**config.mk**
```make
export PLATFORM = sky130hd
export DESIGN_NAME = conv3x3_engine
export DESIGN_NICKNAME = d
export VERILOG_FILES = /design/src/rtl/conv3x3_engine.sv
export SDC_FILE = /design/constraint.sdc
export NUM_CORES = 1
export LEC_CHECK = 0
export ABC_AREA = 1
export CAP_MARGIN = 40
export CORE_MARGIN = 5
export CORE_UTILIZATION = 55
export DETAILED_ROUTE_END_ITERATION = 10
export PLACE_DENSITY = 0.81
export SETUP_SLACK_MARGIN = 0.5
export SKIP_CTS_REPAIR_TIMING = 1
export SLEW_MARGIN = 40
export SYNTH_ARGS = -nofsm -noshare
export SYNTH_HDL_FRONTEND = slang
export SYNTH_SLANG_ARGS = --single-unit
```
**constraint.sdc**
```tcl
create_clock -name clk -period 10.8 [get_ports clk]
set_clock_uncertainty 0.2 [all_clocks]
set_input_delay 2.16 -clock clk [delete_from_list [all_inputs] [get_ports clk]]
set_output_delay 2.16 -clock clk [all_outputs]
set_load 0.005 [all_outputs]
```
**src/rtl/conv3x3_engine.sv**
```systemverilog
// 3x3 valid convolution of a latched 4x4 matrix, one MAC per cycle.
// The 2x2 saturated result is published on c11..c22 with a one-cycle done pulse.
module conv3x3_engine #(
  parameter int DATA_W = 8,
  parameter int COEF_W = 8
) (
  input  logic              clk,
  input  logic              reset,
  input  logic              active_store,
  input  logic [DATA_W-1:0] a11, a12, a13, a14,
  input  logic [DATA_W-1:0] a21, a22, a23, a24,
  input  logic [DATA_W-1:0] a31, a32, a33, a34,
  input  logic [DATA_W-1:0] a41, a42, a43, a44,
  input  logic [COEF_W-1:0] b11, b12, b13,
  input  logic [COEF_W-1:0] b21, b22, b23,
  input  logic [COEF_W-1:0] b31, b32, b33,
  output logic [DATA_W-1:0] c11, c12, c21, c22,
  output logic              done,
  output logic              busy
);

  localparam int PROD_W = DATA_W + COEF_W;
  localparam int ACC_W  = PROD_W + 4;

  typedef enum logic [1:0] {IDLE, CALC, DONE} state_t;

  state_t state_q, state_d;

  logic [DATA_W-1:0] a_q [16];
  logic [COEF_W-1:0] b_q [9];
  logic [DATA_W-1:0] res_q [4];
  logic [ACC_W-1:0]  acc_q;
  logic [3:0]        k_q;
  logic [1:0]        o_q;

  logic [1:0]        i_c, j_c, row_c, col_c;
  logic [3:0]        a_idx;
  logic [PROD_W-1:0] prod_c;
  logic [ACC_W-1:0]  sum_c;
  logic              last_mac;
  logic              start;

  function automatic logic [DATA_W-1:0] sat_u(input logic [ACC_W-1:0] v);
    return (|v[ACC_W-1:DATA_W]) ? '1 : v[DATA_W-1:0];
  endfunction

  always_ff @(posedge clk) begin
    if (reset) state_q <= IDLE;
    else       state_q <= state_d;
  end

  assign start    = (state_q == IDLE) && active_store;
  assign last_mac = (k_q == 4'd8);

  always_comb begin
    state_d = state_q;
    case (state_q)
      IDLE: if (active_store) state_d = CALC;
      CALC: if (last_mac && o_q == 2'd3) state_d = DONE;
      DONE: state_d = IDLE;
      default: state_d = IDLE;
    endcase
  end

  assign done = (state_q == DONE);
  assign busy = (state_q != IDLE);

  // Kernel tap (i,j) from k, row-major; output window origin (r,s) from o.
  always_comb begin
    i_c = 2'd0;
    j_c = 2'd0;
    case (k_q)
      4'd0: begin i_c = 2'd0; j_c = 2'd0; end
      4'd1: begin i_c = 2'd0; j_c = 2'd1; end
      4'd2: begin i_c = 2'd0; j_c = 2'd2; end
      4'd3: begin i_c = 2'd1; j_c = 2'd0; end
      4'd4: begin i_c = 2'd1; j_c = 2'd1; end
      4'd5: begin i_c = 2'd1; j_c = 2'd2; end
      4'd6: begin i_c = 2'd2; j_c = 2'd0; end
      4'd7: begin i_c = 2'd2; j_c = 2'd1; end
      4'd8: begin i_c = 2'd2; j_c = 2'd2; end
      default: begin i_c = 2'd0; j_c = 2'd0; end
    endcase
  end

  assign row_c  = i_c + {1'b0, o_q[1]};
  assign col_c  = j_c + {1'b0, o_q[0]};
  assign a_idx  = {row_c, col_c};
  assign prod_c = PROD_W'(a_q[a_idx]) * PROD_W'(b_q[k_q]);
  assign sum_c  = acc_q + ACC_W'(prod_c);

  always_ff @(posedge clk) begin
    if (reset) begin
      for (int n = 0; n < 16; n++) a_q[n] <= '0;
      for (int n = 0; n < 9; n++)  b_q[n] <= '0;
      for (int n = 0; n < 4; n++)  res_q[n] <= '0;
      acc_q <= '0;
      k_q   <= '0;
      o_q   <= '0;
      c11   <= '0;
      c12   <= '0;
      c21   <= '0;
      c22   <= '0;
    end else if (start) begin
      a_q[0]  <= a11; a_q[1]  <= a12; a_q[2]  <= a13; a_q[3]  <= a14;
      a_q[4]  <= a21; a_q[5]  <= a22; a_q[6]  <= a23; a_q[7]  <= a24;
      a_q[8]  <= a31; a_q[9]  <= a32; a_q[10] <= a33; a_q[11] <= a34;
      a_q[12] <= a41; a_q[13] <= a42; a_q[14] <= a43; a_q[15] <= a44;
      b_q[0]  <= b11; b_q[1]  <= b12; b_q[2]  <= b13;
      b_q[3]  <= b21; b_q[4]  <= b22; b_q[5]  <= b23;
      b_q[6]  <= b31; b_q[7]  <= b32; b_q[8]  <= b33;
      acc_q   <= '0;
      k_q     <= '0;
      o_q     <= '0;
    end else if (state_q == CALC) begin
      if (last_mac) begin
        res_q[o_q] <= sat_u(sum_c);
        acc_q      <= '0;
        k_q        <= '0;
        o_q        <= o_q + 2'd1;
        // The last window lands in the same edge it is copied out, so bypass res_q[3].
        if (o_q == 2'd3) begin
          c11 <= res_q[0];
          c12 <= res_q[1];
          c21 <= res_q[2];
          c22 <= sat_u(sum_c);
        end
      end else begin
        acc_q <= sum_c;
        k_q   <= k_q + 4'd1;
      end
    end
  end

endmodule

```
==> results.md, run 1 <==
* Post-DR vias/cell at 5.02
* Die Y at 182 um
* Status: completed
* Share of layout cells above drive strength 1 at 0.0538
* Count of cell types in the netlist at 48
* Worst path most repeated cell: inv_1
* R2R setup slack at 3610 ps
* Antenna-violating nets left at 0
* Power Density at 166 mW/mm2
* CP Data Arrival Time at 7280 ps
* FF+latch count, synth at 292
* CTS Buf Count at 29
* Largest net degree at the start of global routing at 118
* R2R cell count at 29
* Core Area at 0.0294 mm2
* DRC at 0
* Startpoint Class: flop
* Final Hold Vio Count at 0
* Layout area overhead at 22.2%
* Number of global-route vias before repair at 12800
* Htree depth at 1
* Commonest non-fill, non-tap cells in the layout: inv_1, nor2_1, clkdlybuf4s50_1, nand2_1, edfxtp_1
* Register area at 0.00809 mm2
* Total stage count of the critical path at 29
* Relative slew slack at 0.449
* Synth Area in Simple Gates at 0.176
* Yosys top cell by area: edfxtp_1
* Longest Clk Path Bufs at 3
* WHS at 268 ps
* First-pass DRT Iterations at 5
* DR WL/cell at 15.6 um
* Post-synth top area share at 0.413
* Nets at 2364
* Sequential area share after synthesis at 0.497
* Leak at 9.46 nW
* Total track usage at 0.232
* FILL cells at 2285
* Fraction of registers with async set/reset at 0
* Worst-Margin Slew at 818 ps
* 1st-iter DRT viols at 1027
* Syn nets at 2154
* GRT Residual Overflow at 0
* CP Class: reg2reg
* Max-capacitance violation count at 0
* Crit path to: res_q[2][0]
* Post-Synthesis Cells at 1851
* # diodes at 0
* Fin crit share at 0.665
* CTS tree: yes
* Adder-cell area share of the yosys netlist at 0.0999
* Crit path time final at 7190 ps
* Critical path buffers and inverters at 8
* Req. time, crit path at 10900 ps
* Critical Path Start: o_q[1]
* Compound-cell area share of the yosys netlist at 0.0612
* Setup TNS at 0 ps
* Global-route wire length before repair at 63200 um
* Crit path max-delay family: adder cells
* Crit end category: flop
* Synth top area cells: edfxtp_1, inv_1, dfxtp_1
* EDFF count, synth at 224
* Hold crit path type: reg2reg
* DP HPWL at 28600 um
* Row cnt at 63
* RR Startpoint: o_q[1]
* Syn Std Cell Area at 0.0163 mm2
* Num Clock Sinks at 292
* CTS Root Cell: clkbuf_16
* Most common cell after layout, fill and taps aside: inv_1
* Antenna violations before repair at 0
* Xor/xnor share of the synthesized area at 0.00384
* Setup violations, final at 0
* Top_reg_cell synth: edfxtp_1
* Clock-pin slew on the worst setup and hold paths at 60 ps
* IO Port Bufs at 236
* Largest family of logic cells by synthesized area: simple AND/OR/NAND/NOR gates
* Initial Utilization at 0.554
* Reg2reg end: res_q[2][0]
* Synth warn at 0
* Worst path max stage delay at 560 ps
* Placer congestion estimate at 0.908
* Fin. max-slew vios at 0
* Die area at 0.0332 mm2
* Post-synthesis mux area share at 0.0383
* WL final at 38600 um
* Peak supply drop at 0.113 mV
* Multi-input logic area at 0.00621 mm2
* Post-Synthesis Mean Instance Area at 8.80 um2
* CP Max Fanout at 17
* Fmax achieved at 139 MHz
* Via count at 12400
* Critical-path top delay cell: ha_1
* Num ports at 237
* Die width at 182 um
* RSZ-0062 raised after global routing: no
* Worst skew pair latency at 550 ps
## kinds of logic after synthesis
family / count (synthesis)
simple gates: 691
buf+inv: 517
flops: 292
xor+xnor: 5
mux: 61
fa+ha+maj: 100
compound gates: 185
## cell usage after synthesis (4+ instances only)
library cell and count:
nand2_2 7, dfxtp_1 68, o21ai_2 4, edfxtp_1 224, inv_1 441, inv_2 6
nand2_1 231, nor2_1 351, mux2i_1 51, nand3_2 4, nand3_1 59, buf_2 22
ha_1 50, o211ai_1 6, buf_4 5, fa_1 50, o21bai_1 4, clkbuf_1 30
mux2_2 10, o21ai_0 97, o22ai_1 10, buf_1 5, nor2_2 5, a21oi_1 53
nand3b_1 7, o21ai_1 6, nand4_1 11
## worst register-to-register path, delay by kind of cell (launching register included)
family | cells | cell delay (ps)
compound gates | 3 | 750
fa+ha+maj | 6 | 2830
buf+inv | 8 | 1040
flops | 1 | 550
simple gates | 12 | 1600
## layer usage
metal	up-vias	routed length, um	GRT usage
met3	81	2300	0.0341
li1	6149	-	-
met1	5748	16300	0.309
met4	0	1110	0.0721
met5	-	0	0
met2	429	18900	0.395
## layout make-up
| type | count | share of cell area |
|---|---|---|
| multi-input combinational | 1042 | 0.312 |
| clock buffer | 37 | 0.0416 |
| tap | 390 | 0.0245 |
| timing repair buffer | 246 | 0.124 |
| clock inverter | 16 | 0.00560 |
| inverter | 450 | 0.0854 |
| sequential | 292 | 0.407 |
## report_power, final
group / total [mW] / internal, mW / leakage (nW) / switching, mW
registers: 1.33 / 1.30 / 2.95 / 0.0308
clock network: 0.991 / 0.565 / 0.462 / 0.426
logic: 0.991 / 0.361 / 6.05 / 0.630
total: 3.31 / 2.23 / 9.46 / 1.09
## sequential cells by signal, summed over array words and instances, names as in the netlist, 8 cells and up, named ones only
signal  cells
acc_q      20
c11         8
a_q       128
c12         8
c22         8
b_q        72
res_q      24
c21         8
## stage by stage
step                      total power, mW  std cells  utilization  worst slack [ps]  cell area, um2
final                                3.31       2473        0.677              3610           19900
after global routing                 3.52       2473        0.677              3130           19900
after CTS                            3.32       2473        0.677              3710           19900
after detailed placement             2.34       2420        0.645              3700           19000
after global placement               2.32       2417        0.642              3730           18900
after floorplan                      2.09       1851            -              1850           16300
## worst min-delay path by stage
stage | depth (start not counted) | start | to
floorplan | 2 | acc_q[13] | acc_q[13]
global placement | 2 | acc_q[2] | acc_q[2]
detailed placement | 2 | acc_q[14] | acc_q[14]
CTS | 2 | acc_q[14] | acc_q[14]
global route | 2 | acc_q[1] | acc_q[1]
finish | 2 | acc_q[13] | acc_q[13]
Power figures use the tool's default switching activity.
==> inputs of run 2 (changes only) <==
Settings changed: CORE_UTILIZATION 55 to 50, PLACE_DENSITY 0.81 to 0.77.
Clock period 10.8 ns to 6.49 ns, I/O delays scaled along.
==> run 2 against run 1 <==
  * Combinational power is 130% higher
  * Flip-flop and latch count unchanged
  * Largest cell class unchanged
  * First-iteration DRC count shrank 8.0%
  * Cell area up 6.2%
  * Sequential share of layout area down 2.4 points
  * Die area rose by 9.4%
==> results.md, run 2 (synthesis results as in run 1) <==
* Status: completed (unchanged)
* Final worst setup slack at 331 ps (was 3610 ps)
* Via count at 12700 (was 12400)
* CP Data Arrival Time at 6270 ps (was 7280 ps)
* Register area at 0.00810 mm2 (was 0.00809 mm2)
* Worst path most repeated cell: inv_1 (unchanged)
* Core Area at 0.0324 mm2 (was 0.0294 mm2)
* Die width at 190 um (was 182 um)
* CTS tree: yes (unchanged)
* Global-route wire length before repair at 63300 um (was 63200 um)
* CP Max Fanout at 6 (was 17)
* DRC at 0 (unchanged)
* Nets at 2428 (was 2364)
* Clock-pin slew on the worst setup and hold paths at 60 ps (about the same)
* Final Hold Vio Count at 0 (unchanged)
* Fin. max-slew vios at 0 (unchanged)
* Hold crit path type: reg2reg (unchanged)
* RSZ-0062 raised after global routing: yes (was no)
* WHS at 268 ps (about the same)
* Row cnt at 66 (was 63)
* Worst path max stage delay at 470 ps (was 560 ps)
* FILL cells at 2576 (was 2285)
* Setup Slack @ Placement at -66.4 ps (was 3700 ps)
* Relative slew slack at 0.455 (was 0.449)
* Top flop regs: a_q: 128 flops, b_q: 72 flops, res_q: 24 flops (unchanged)
* CTS Root Cell: clkbuf_16 (unchanged)
* Largest Register: a_q (unchanged)
* GRT Residual Overflow at 0 (unchanged)
* Fmax achieved at 162 MHz (was 139 MHz)
* Placer congestion estimate at 0.884 (was 0.908)
* CP Class: reg2reg (unchanged)
* Commonest non-fill, non-tap cells in the layout: inv_1, nor2_1, clkdlybuf4s50_1, edfxtp_1, nand2_1 (was inv_1, nor2_1, clkdlybuf4s50_1, nand2_1, edfxtp_1)
* Req. time, crit path at 6600 ps (was 10900 ps)
* # diodes at 0 (unchanged)
* Placed Area at 0.0192 mm2 (was 0.0190 mm2)
* Setup violations, final at 0 (unchanged)
* Placed insts at 2494 (was 2420)
* Initial Utilization at 0.503 (was 0.554)
* Multi-input logic area at 0.00664 mm2 (was 0.00621 mm2)
* Layout area overhead at 29.8% (was 22.2%)
* Leak at 9.90 nW (was 9.46 nW)
* Max reg flops at 128 (unchanged)
* IO Port Bufs at 236 (unchanged)
* DP HPWL at 29600 um (was 28600 um)
* Final instance area at 0.0211 mm2 (was 0.0199 mm2)
* Worst skew pair latency at 560 ps (was 550 ps)
* Critical-path top delay cell: fa_1 (was ha_1)
* Longest Clk Path Bufs at 3 (unchanged)
* Num Clock Sinks at 292 (unchanged)
* Fin crit share at 0.949 (was 0.665)
* First-pass DRT Iterations at 6 (was 5)
* Share of layout cells above drive strength 1 at 0.120 (was 0.0538)
* CTS Buf Count at 31 (was 29)
* Post-DR vias/cell at 4.88 (was 5.02)
* Worst-Margin Slew at 813 ps (was 818 ps)
* Crit end category: flop (unchanged)
* DR WL/cell at 15.5 um (was 15.6 um)
* Antenna violations before repair at 0 (unchanged)
* Total track usage at 0.214 (was 0.232)
* Crit path time final at 6160 ps (was 7190 ps)
* Max-capacitance violation count at 0 (unchanged)
* Peak supply drop at 0.217 mV (was 0.113 mV)
* Final non-filler cell total at 2591 (was 2473)
* 1st-iter DRT viols at 945 (was 1027)
* Startpoint Class: flop (unchanged)
* WL final at 40300 um (was 38600 um)
* Antenna-violating nets left at 0 (unchanged)
* Die Y at 190 um (was 182 um)
* Number of global-route vias before repair at 12700 (was 12800)
* Power Density at 296 mW/mm2 (was 166 mW/mm2)
* Htree depth at 1 (unchanged)
* Die area at 0.0363 mm2 (was 0.0332 mm2)
* Most common cell after layout, fill and taps aside: inv_1 (unchanged)
* Largest net degree at the start of global routing at 128 (was 118)
* Num ports at 237 (unchanged)
-- run 2: cell count changes in the layout (fill, tap and decap cells not counted), sizes merged --
cell,previous run,this run
clkinvlp,2,3
buf,11,68
inv,450,452
clkbuf,37,42
nor2,359,360
clkinv,13,11
bufinv,1,3
-- run 2: where the power goes --
part | switching [mW] | total (mW) | internal [mW]
registers | 0.0514 | 2.21 | 2.16
logic | 1.32 | 2.29 | 0.967
clock network | 0.754 | 1.76 | 1.01
-- run 2: per-layer routing --
| layer | GRT usage | wire length, um | vias up |
|---|---|---|---|
| met3 | 0.0308 | 2360 | 75 |
| met2 | 0.364 | 19500 | 423 |
| li1 | - | - | 6299 |
| met5 | 0 | 0 | - |
| met4 | 0.0472 | 1010 | 0 |
| met1 | 0.293 | 17400 | 5860 |
-- run 2: through the flow --
step | power (mW) | TNS (ps) | util
global route | 6.63 | 0 | 0.653
finish | 6.27 | 0 | 0.653
global placement | 3.93 | -6.25 | 0.594
CTS | 5.71 | -646 | 0.625
detailed placement | 3.96 | -870 | 0.594
floorplan | 3.46 | 0 | -
-- run 2: worst paths after layout --
check,startpoint,end,slack [ps],depth (start not counted)
setup / recovery,o_q[0],res_q[2][0],330,31
hold / removal,acc_q[13],acc_q[13],270,2
setup reg to reg,o_q[0],res_q[2][0],330,31
hold reg to reg,acc_q[13],acc_q[13],270,2
-- run 2: final cells by class --
type	instances	share of cell area
sequential	292	0.383
multi-input combinational	1043	0.314
timing repair buffer	307	0.149
inverter	450	0.0808
clock buffer	38	0.0379
tap	442	0.0262
clock inverter	19	0.00971
-- run 2: worst max-delay path: cells and delay by family, from the launching register on --
family,cells,cell delay [ps]
compound gates,3,480
fa+ha+maj,6,2340
buf+inv,10,1050
flops,1,360
mux,1,260
simple gates,11,1220
